### src/rtl/fadd_scheduler.sv
// fadd_scheduler: round-robin sharing of one fp adder among N_REQ requesters.
// Optional macro FADD_SCHED_ZERO_BYPASS_EN skips the adder for zero operands.
module fadd_scheduler #(
    parameter int N_REQ = 4,
    parameter int ID_W  = 2,
    parameter int LAT   = 0
) (
    input  logic                  clk,
    input  logic                  rst,
    input  logic [N_REQ-1:0]      req_valid,
    output logic [N_REQ-1:0]      req_ready,
    input  logic [32*N_REQ-1:0]   req_a,
    input  logic [32*N_REQ-1:0]   req_b,
    output logic [31:0]           add_a,
    output logic [31:0]           add_b,
    input  logic [31:0]           add_res,
    output logic                  resp_valid,
    input  logic                  resp_ready,
    output logic [ID_W-1:0]       resp_id,
    output logic [31:0]           resp_data,
    output logic                  busy
);

    typedef enum logic [1:0] {
        IDLE = 2'd0,
        WAIT = 2'd1,
        RESP = 2'd2
    } state_t;

    state_t          state;
    state_t          state_nxt;
    logic [ID_W-1:0] ptr;
    logic [ID_W-1:0] tag;
    logic [ID_W-1:0] gnt;
    logic            found;
    logic [3:0]      cnt;
    logic [31:0]     sel_a;
    logic [31:0]     sel_b;
    logic            hs;
    logic            bypass;
    logic [31:0]     byp_data;

    // first valid requester at or after ptr, wrapping
    always_comb begin
        int j;
        logic [ID_W-1:0] jj;
        found = 1'b0;
        gnt   = '0;
        for (int k = 0; k < N_REQ; k++) begin
            j = int'(ptr) + k;
            if (j >= N_REQ) j = j - N_REQ;
            jj = ID_W'(j);
            if (!found && req_valid[jj]) begin
                found = 1'b1;
                gnt   = jj;
            end
        end
    end

    assign sel_a = req_a[{gnt, 5'd0} +: 32];
    assign sel_b = req_b[{gnt, 5'd0} +: 32];
    assign hs    = (state == IDLE) && found;

    // one-hot grant, only offered in IDLE and never during reset
    always_comb begin
        req_ready = '0;
        if (state == IDLE && found && !rst) req_ready[gnt] = 1'b1;
    end

`ifdef FADD_SCHED_ZERO_BYPASS_EN
    // zero-magnitude operand: result is the other operand, no adder trip
    always_comb begin
        logic a_z;
        logic b_z;
        a_z    = (sel_a[30:0] == 31'd0);
        b_z    = (sel_b[30:0] == 31'd0);
        bypass = a_z || b_z;
        if (a_z && b_z)
            byp_data = {sel_a[31] & sel_b[31], 31'd0};
        else if (a_z)
            byp_data = sel_b;
        else
            byp_data = sel_a;
    end
`else
    assign bypass   = 1'b0;
    assign byp_data = '0;
`endif

    // next-state decode
    always_comb begin
        state_nxt = state;
        unique case (state)
            IDLE:    if (hs) state_nxt = bypass ? RESP : WAIT;
            WAIT:    if (cnt == 4'd0) state_nxt = RESP;
            RESP:    if (resp_ready) state_nxt = IDLE;
            default: state_nxt = IDLE;
        endcase
    end

    // state register
    always_ff @(posedge clk or posedge rst) begin
        if (rst) state <= IDLE;
        else     state <= state_nxt;
    end

    // operand capture, latency countdown and result capture
    always_ff @(posedge clk or posedge rst) begin
        if (rst) begin
            ptr       <= '0;
            tag       <= '0;
            cnt       <= '0;
            add_a     <= '0;
            add_b     <= '0;
            resp_data <= '0;
            resp_id   <= '0;
        end else if (hs) begin
            tag <= gnt;
            if (gnt == ID_W'(N_REQ - 1)) ptr <= '0;
            else                         ptr <= gnt + 1'b1;
            if (bypass) begin
                resp_data <= byp_data;
                resp_id   <= gnt;
            end else begin
                add_a <= sel_a;
                add_b <= sel_b;
                cnt   <= 4'(LAT);
            end
        end else if (state == WAIT) begin
            if (cnt != 4'd0) begin
                cnt <= cnt - 4'd1;
            end else begin
                resp_data <= add_res;
                resp_id   <= tag;
            end
        end
    end

    assign resp_valid = (state == RESP);
    assign busy       = (state != IDLE);

endmodule

### config.mk
export PLATFORM = sky130hd
export DESIGN_NAME = fadd_scheduler
export DESIGN_NICKNAME = d
export VERILOG_FILES = /design/src/rtl/fadd_scheduler.sv
export SDC_FILE = /design/constraint.sdc
export NUM_CORES = 1
export LEC_CHECK = 0
export BUFFER_PORTS_ARGS = -buffer_cell sky130_fd_sc_hd__buf_2
export CORE_AREA = 2 2 157 159
export CTS_BUF_LIST = sky130_fd_sc_hd__clkbuf_4 sky130_fd_sc_hd__clkbuf_8 sky130_fd_sc_hd__clkbuf_16
export CTS_CLUSTER_DIAMETER = 150
export DETAILED_ROUTE_END_ITERATION = 16
export DIE_AREA = 0 0 159 161
export HOLD_SLACK_MARGIN = 0.08
export PLACE_DENSITY_LB_ADDON = 0.12
export SKIP_LAST_GASP = 1
export SYNTH_ARGS = -nofsm -noshare
export SYNTH_HDL_FRONTEND = slang
export SYNTH_SLANG_ARGS = --single-unit
### constraint.sdc
create_clock -name clk -period 4 [get_ports clk]
set_input_delay 0.4 -clock clk [delete_from_list [all_inputs] [get_ports clk]]
set_output_delay 0.4 -clock clk [all_outputs]
set_load 0.05 [all_outputs]
; Word level (Yosys, flattened, before mapping)
; Index checks and enable logic that the tools add are counted.
[word_totals]
ff_bits = 108
in_bits = 295
[op_classes]
muxes = 31
bitwise = 2
shift = 2
n_lt_le_gt_ge = 10
n_addsub = 9
reduce_logical = 19
n_eq_ne = 6
[ops]
columns = cell, count
row1 = variable part select 128 x 8 -> 32 bit, 2
row2 = 2-to-1 mux 2 bit, 12
row3 = 2-to-1 mux 4 bit, 4
row4 = less-than comparator 2 x 3 -> 1 bit (second input constant), 5
row5 = greater-or-equal comparator 3 bit (second input constant), 3
row6 = 2-to-1 mux 1 bit, 9
row7 = binary-select mux 1 bit (select 2 bit), 4
row8 = subtractor 2 x 1 -> 2 bit (second input constant), 4
row9 = adder 2 x 2 -> 3 bit (second input constant), 2
row10 = logical AND 1 bit, 6
row11 = case mux 2 bit (3 select lines), 1
row12 = AND reduction 3 bit, 2
row13 = nonzero test 2 bit, 3
row14 = equality test 2 bit (second input constant), 2
row15 = logical NOT 1 bit, 4
row16 = logical NOT 4 bit, 1
row17 = != test 2 bit (second input constant), 2
row18 = nonzero test 4 bit, 1
row19 = subtractor 4 x 1 -> 4 bit (second input constant), 1
row20 = adder 2 x 1 -> 3 bit (second input constant), 1
row21 = greater-or-equal comparator 2 x 3 -> 1 bit (second input constant), 1
row22 = adder 2 x 1 -> 2 bit (second input constant), 1
row23 = demux 1 bit (select 2 bit), 1
row24 = equality test 2 x 1 -> 1 bit (second input constant), 1
row25 = 5 further kinds, 6

; Logic depth before layout (Yosys ltp)
[logic_depth]
depth_word = 19
ltp_mapped = 9
depth_no_buf = 6

; Least setup slack after synthesis
; No wires, ideal clock.
[synth_path]
path_kind = input port to output port
from = input rst
to = output req_ready[2]
t_required_ns = 3.600
path_slack_ns = 0.164
path_buffers = 0
stages = 2
arrival_ns = 3.436
cell_sequence = inv_1 -> o2111a_1
[synth_via]
elab_chain_len = 3
[synth_lines]
columns = item, line_no
row1 = start: declaration, 9  ; input logic rst,
row2 = logical NOT 1 bit (no source line), n/a
row3 = logical AND 1 bit, 67  ; if (state == IDLE && found && !rst) req_ready[gnt] = 1'b1;
row4 = 2-to-1 mux 4 bit, 67
row5 = end: declaration, 11  ; output logic [N_REQ-1:0] req_ready,
; No other way between the ends.

; Worst setup path in the final report
[layout_path]
from = register state[1]
to = output req_ready[2]
[layout_via]
elab_chain_len = 4
[layout_lines]
columns = item, line_no
row1 = start: declaration, 30  ; state_t state;
row2 = start signal: assignment, 104  ; else state <= state_nxt;
row3 = logical NOT 2 bit, 67
row4 = logical AND 1 bit (2 in series), 67
row5 = 2-to-1 mux 4 bit, 67
; No other way between the ends.

==> metrics.csv <==
stage,metric,value,unit
clock_network,postCtsSetupBuffers,0,
timing,rsz0062_at_grt,no,
clock_network,cts.sinks,108,
clock_network,cts.clk_slew.worst_paths,0.08,ns
placed_design,portBuffers,398,
logic_synthesis,synthCells,512,
floorplanning,rows,57,
worst_hold_path,hold_class,input port to async pin,
logic_synthesis,synthFlopType,dfrtp_1,
timing,tightestPinTransition,0.951,ns
global_routing,antenna_found_initial,0,
clock_network,cts_resized,0,
finish,final_common_cell,buf_2,
detailed_routing,ant_nets,0,
logic_synthesis,ys_seq_area_share,45.4,%
critical_path,worst_ep_arrival_time,2.33,ns
finish,final_cell_mix,"buf_2, dfrtp_1, nor2_1",
critical_path,cp-end-kind,output port,
pwr,switching_power,4.40,mW
pwr,power_frac_clock,11.6,%
timing,fin_tns_setup,0,ns
global_routing,grt_pass1_wl,35.1,mm
pwr,seqPwrFrac,24.2,%
critical_path,timing.rr.start,cnt[0],
job,cap_viol_max_count,0,
clock_network,cts_root_buf,clkbuf_16,
floorplanning,start_util,24.8,%
logic_synthesis,ys_async_sr_fraction,100,%
critical_path,crit_fanout,47,
timing,skew,0.00976,ns
global_routing,grt_use_total,17.5,%
global_routing,first_global_vias,5979,
placed_design,place_congestion,0.758,
timing,hold_viol_final,0,
global_routing,grt_overflow,0,
detailed_routing,wl_per_cell,18.9,microns
floorplanning,design.core.area,24000,sq um
pwr,worst_ir_drop_vdd,0.604,mV
clock_network,clock_path_buffers,2,
detailed_routing,vias,5720,
detailed_routing,drt_iter0_markers,260,
finish,drive_gt1_share,58.2,%
pwr,switching_share,54.3,%
detailed_routing,first_pass_iters,4,
critical_path,cpMaxStageDelayCell,buf_4,
critical_path,ff2ff_path_depth,5,
placed_design,dp.final_hpwl,17.1,mm
clock_network,cts_inserted_buffers,9,
clock_network,clk-insertion-delay-late,0.35,ns
logic_synthesis,yosysWarnings,0,
logic_synthesis,synth.distinct_cells,39,
floorplanning,die_x,159,microns
clock_network,ctsHtreeMaxLevel,3,
pwr,p_leak,4.22,nW
critical_path,cp.required,3.60,ns
finish,nets,1181,
pwr,share_comb_of_total_power,64.3,%
logic_synthesis,avgSynthCellArea,11.6,sq um
timing,fmax,367,MHz
critical_path,crit_family,buffers and inverters,
timing,period_needed,2.73,ns
logic_synthesis,synth_area,5950,sq um
global_routing,grt_start_max_net_pins,65,
finish,syn_to_final_growth,42.9,%
clock_network,ctsHoldBuffers,0,
timing,relSlewSlack,36.6,%
critical_path,r2r_slack,1.62,ns
timing,min_period_over_period,68.2,%
finish,diodes,0,
finish,final.fill_count,2548,
logic_synthesis,yosys_register_bits,108,
run_status,status,"complete, no violations",
timing,setup_viol,0,
logic_synthesis,synth_edf_count,0,
critical_path,critical_path_buf_inv_count,2,
critical_path,startpoint_type,flop,
floorplanning,pin_count,399,
timing,hold_slack,0.150,ns
pwr,total_power,8.11,mW
clock_network,cts_tree,done,
pwr,pwr_density_cell,954,nW/um^2
critical_path,critPathKind,flop to output port,
floorplanning,die_y,161,microns
critical_path,r2r_end,resp_data[11],
detailed_routing,routed_wl,23.0,mm
critical_path,critical_path.cell_chain,or2_2 -> nor2_4 -> buf_4 -> o2111a_1 -> buf_2,
floorplanning,fp.dieArea,25600,sq um
detailed_routing,via_per_inst,4.72,
timing,slew_viol_final,0,
pwr,p_int,3.71,mW
detailed_routing,drc,0,
critical_path,slowest_delay,0.50,ns
logic_synthesis,syn_nets,810,
-- power groups by stage --
stage	clock network (mW)	logic, mW	registers [mW]
floorplan	0	2.22	3.74
global placement	0	5.27	1.98
detailed placement	0	5.28	1.98
CTS	0.979	5.28	1.97
global route	1.02	5.58	2.03
finish	0.938	5.21	1.96
-- metrics by stage --
stage | cell area [sq um] | worst slack, ns | instances | util [%]
after global placement | 8200 | 1.43 | 1196 | 34.2
after floorplan | 5950 | 0.164 | 512 | -
final | 8500 | 1.27 | 1212 | 35.5
after global routing | 8500 | 1.12 | 1212 | 35.5
after detailed placement | 8200 | 1.38 | 1196 | 34.2
after CTS | 8500 | 1.25 | 1212 | 35.5
-- how the worst max path moves through the flow --
stage / start / to / slack, ns / cells past startpoint
2_1_floorplan: rst / req_ready[2] / 0.16 / 2
3_3_place_gp: req_valid[2] / add_a[3] / 1.43 / 6
3_5_place_dp: req_valid[3] / add_b[26] / 1.38 / 6
4_1_cts: state[1] / req_ready[2] / 1.25 / 5
5_1_grt: state[1] / req_ready[2] / 1.12 / 5
6_report: state[1] / req_ready[2] / 1.27 / 5
-- state kept, by name (all words and copies together), names as in the netlist --
| name | flops |
|---|---|
| add_a | 32 |
| add_b | 32 |
| resp_data | 32 |
| cnt | 4 |
| ptr | 2 |
| resp_id | 2 |
| state | 2 |
| tag | 2 |
-- per-layer routing --
metal  vias to the layer above  routed length (microns)  share of wire [%]  GRT usage, %
li1                       2722                        -                  -             -
met1                      2781                     9740                 42          22.3
met2                       208                    11700                 51          30.9
met3                         9                     1360                5.9          3.93
met4                         0                      188               0.82          2.98
met5                         -                        0                  0             0
-- cells by family after synthesis --
kind of cell               count (synthesis)  synth area share [%]
buffers and inverters                     55                  5.57
adders and majority gates                  3                 0.631
DFF                                      108                  45.4
and+or+nand+nor                           98                  7.13
AOI/OAI and AO/OA                        146                  23.4
xor gates and xnor gates                   3                 0.442
muxes                                     99                  17.4
-- synth_stat cells (all sizes together) (3+ instances only) --
cell	count	area share, %
inv	6	0.38
o21ai	4	0.34
a221oi	64	15
nor2	68	4.3
o22ai	64	6.7
nand2b	3	0.32
ha	3	0.63
nand3	3	0.25
buf	29	3.9
mux2	34	6.4
mux2i	65	11
a21oi	4	0.34
dfrtp	108	45
nor3	3	0.25
nand2	8	0.50
and3	3	0.32
clkbuf	20	1.3
nor2b	3	0.32
-- layout make-up --
class,count,area (sq um),area share (%)
Clock buffer,9,225,2.65
Clock inverter,7,75.1,0.883
Inverter,6,25.0,0.294
Multi-Input combinational cell,349,2970,34.9
Sequential cell,108,2700,31.8
Tap cell,324,405,4.77
Timing Repair Buffer,409,2100,24.7
Power figures use the tool's default switching activity.
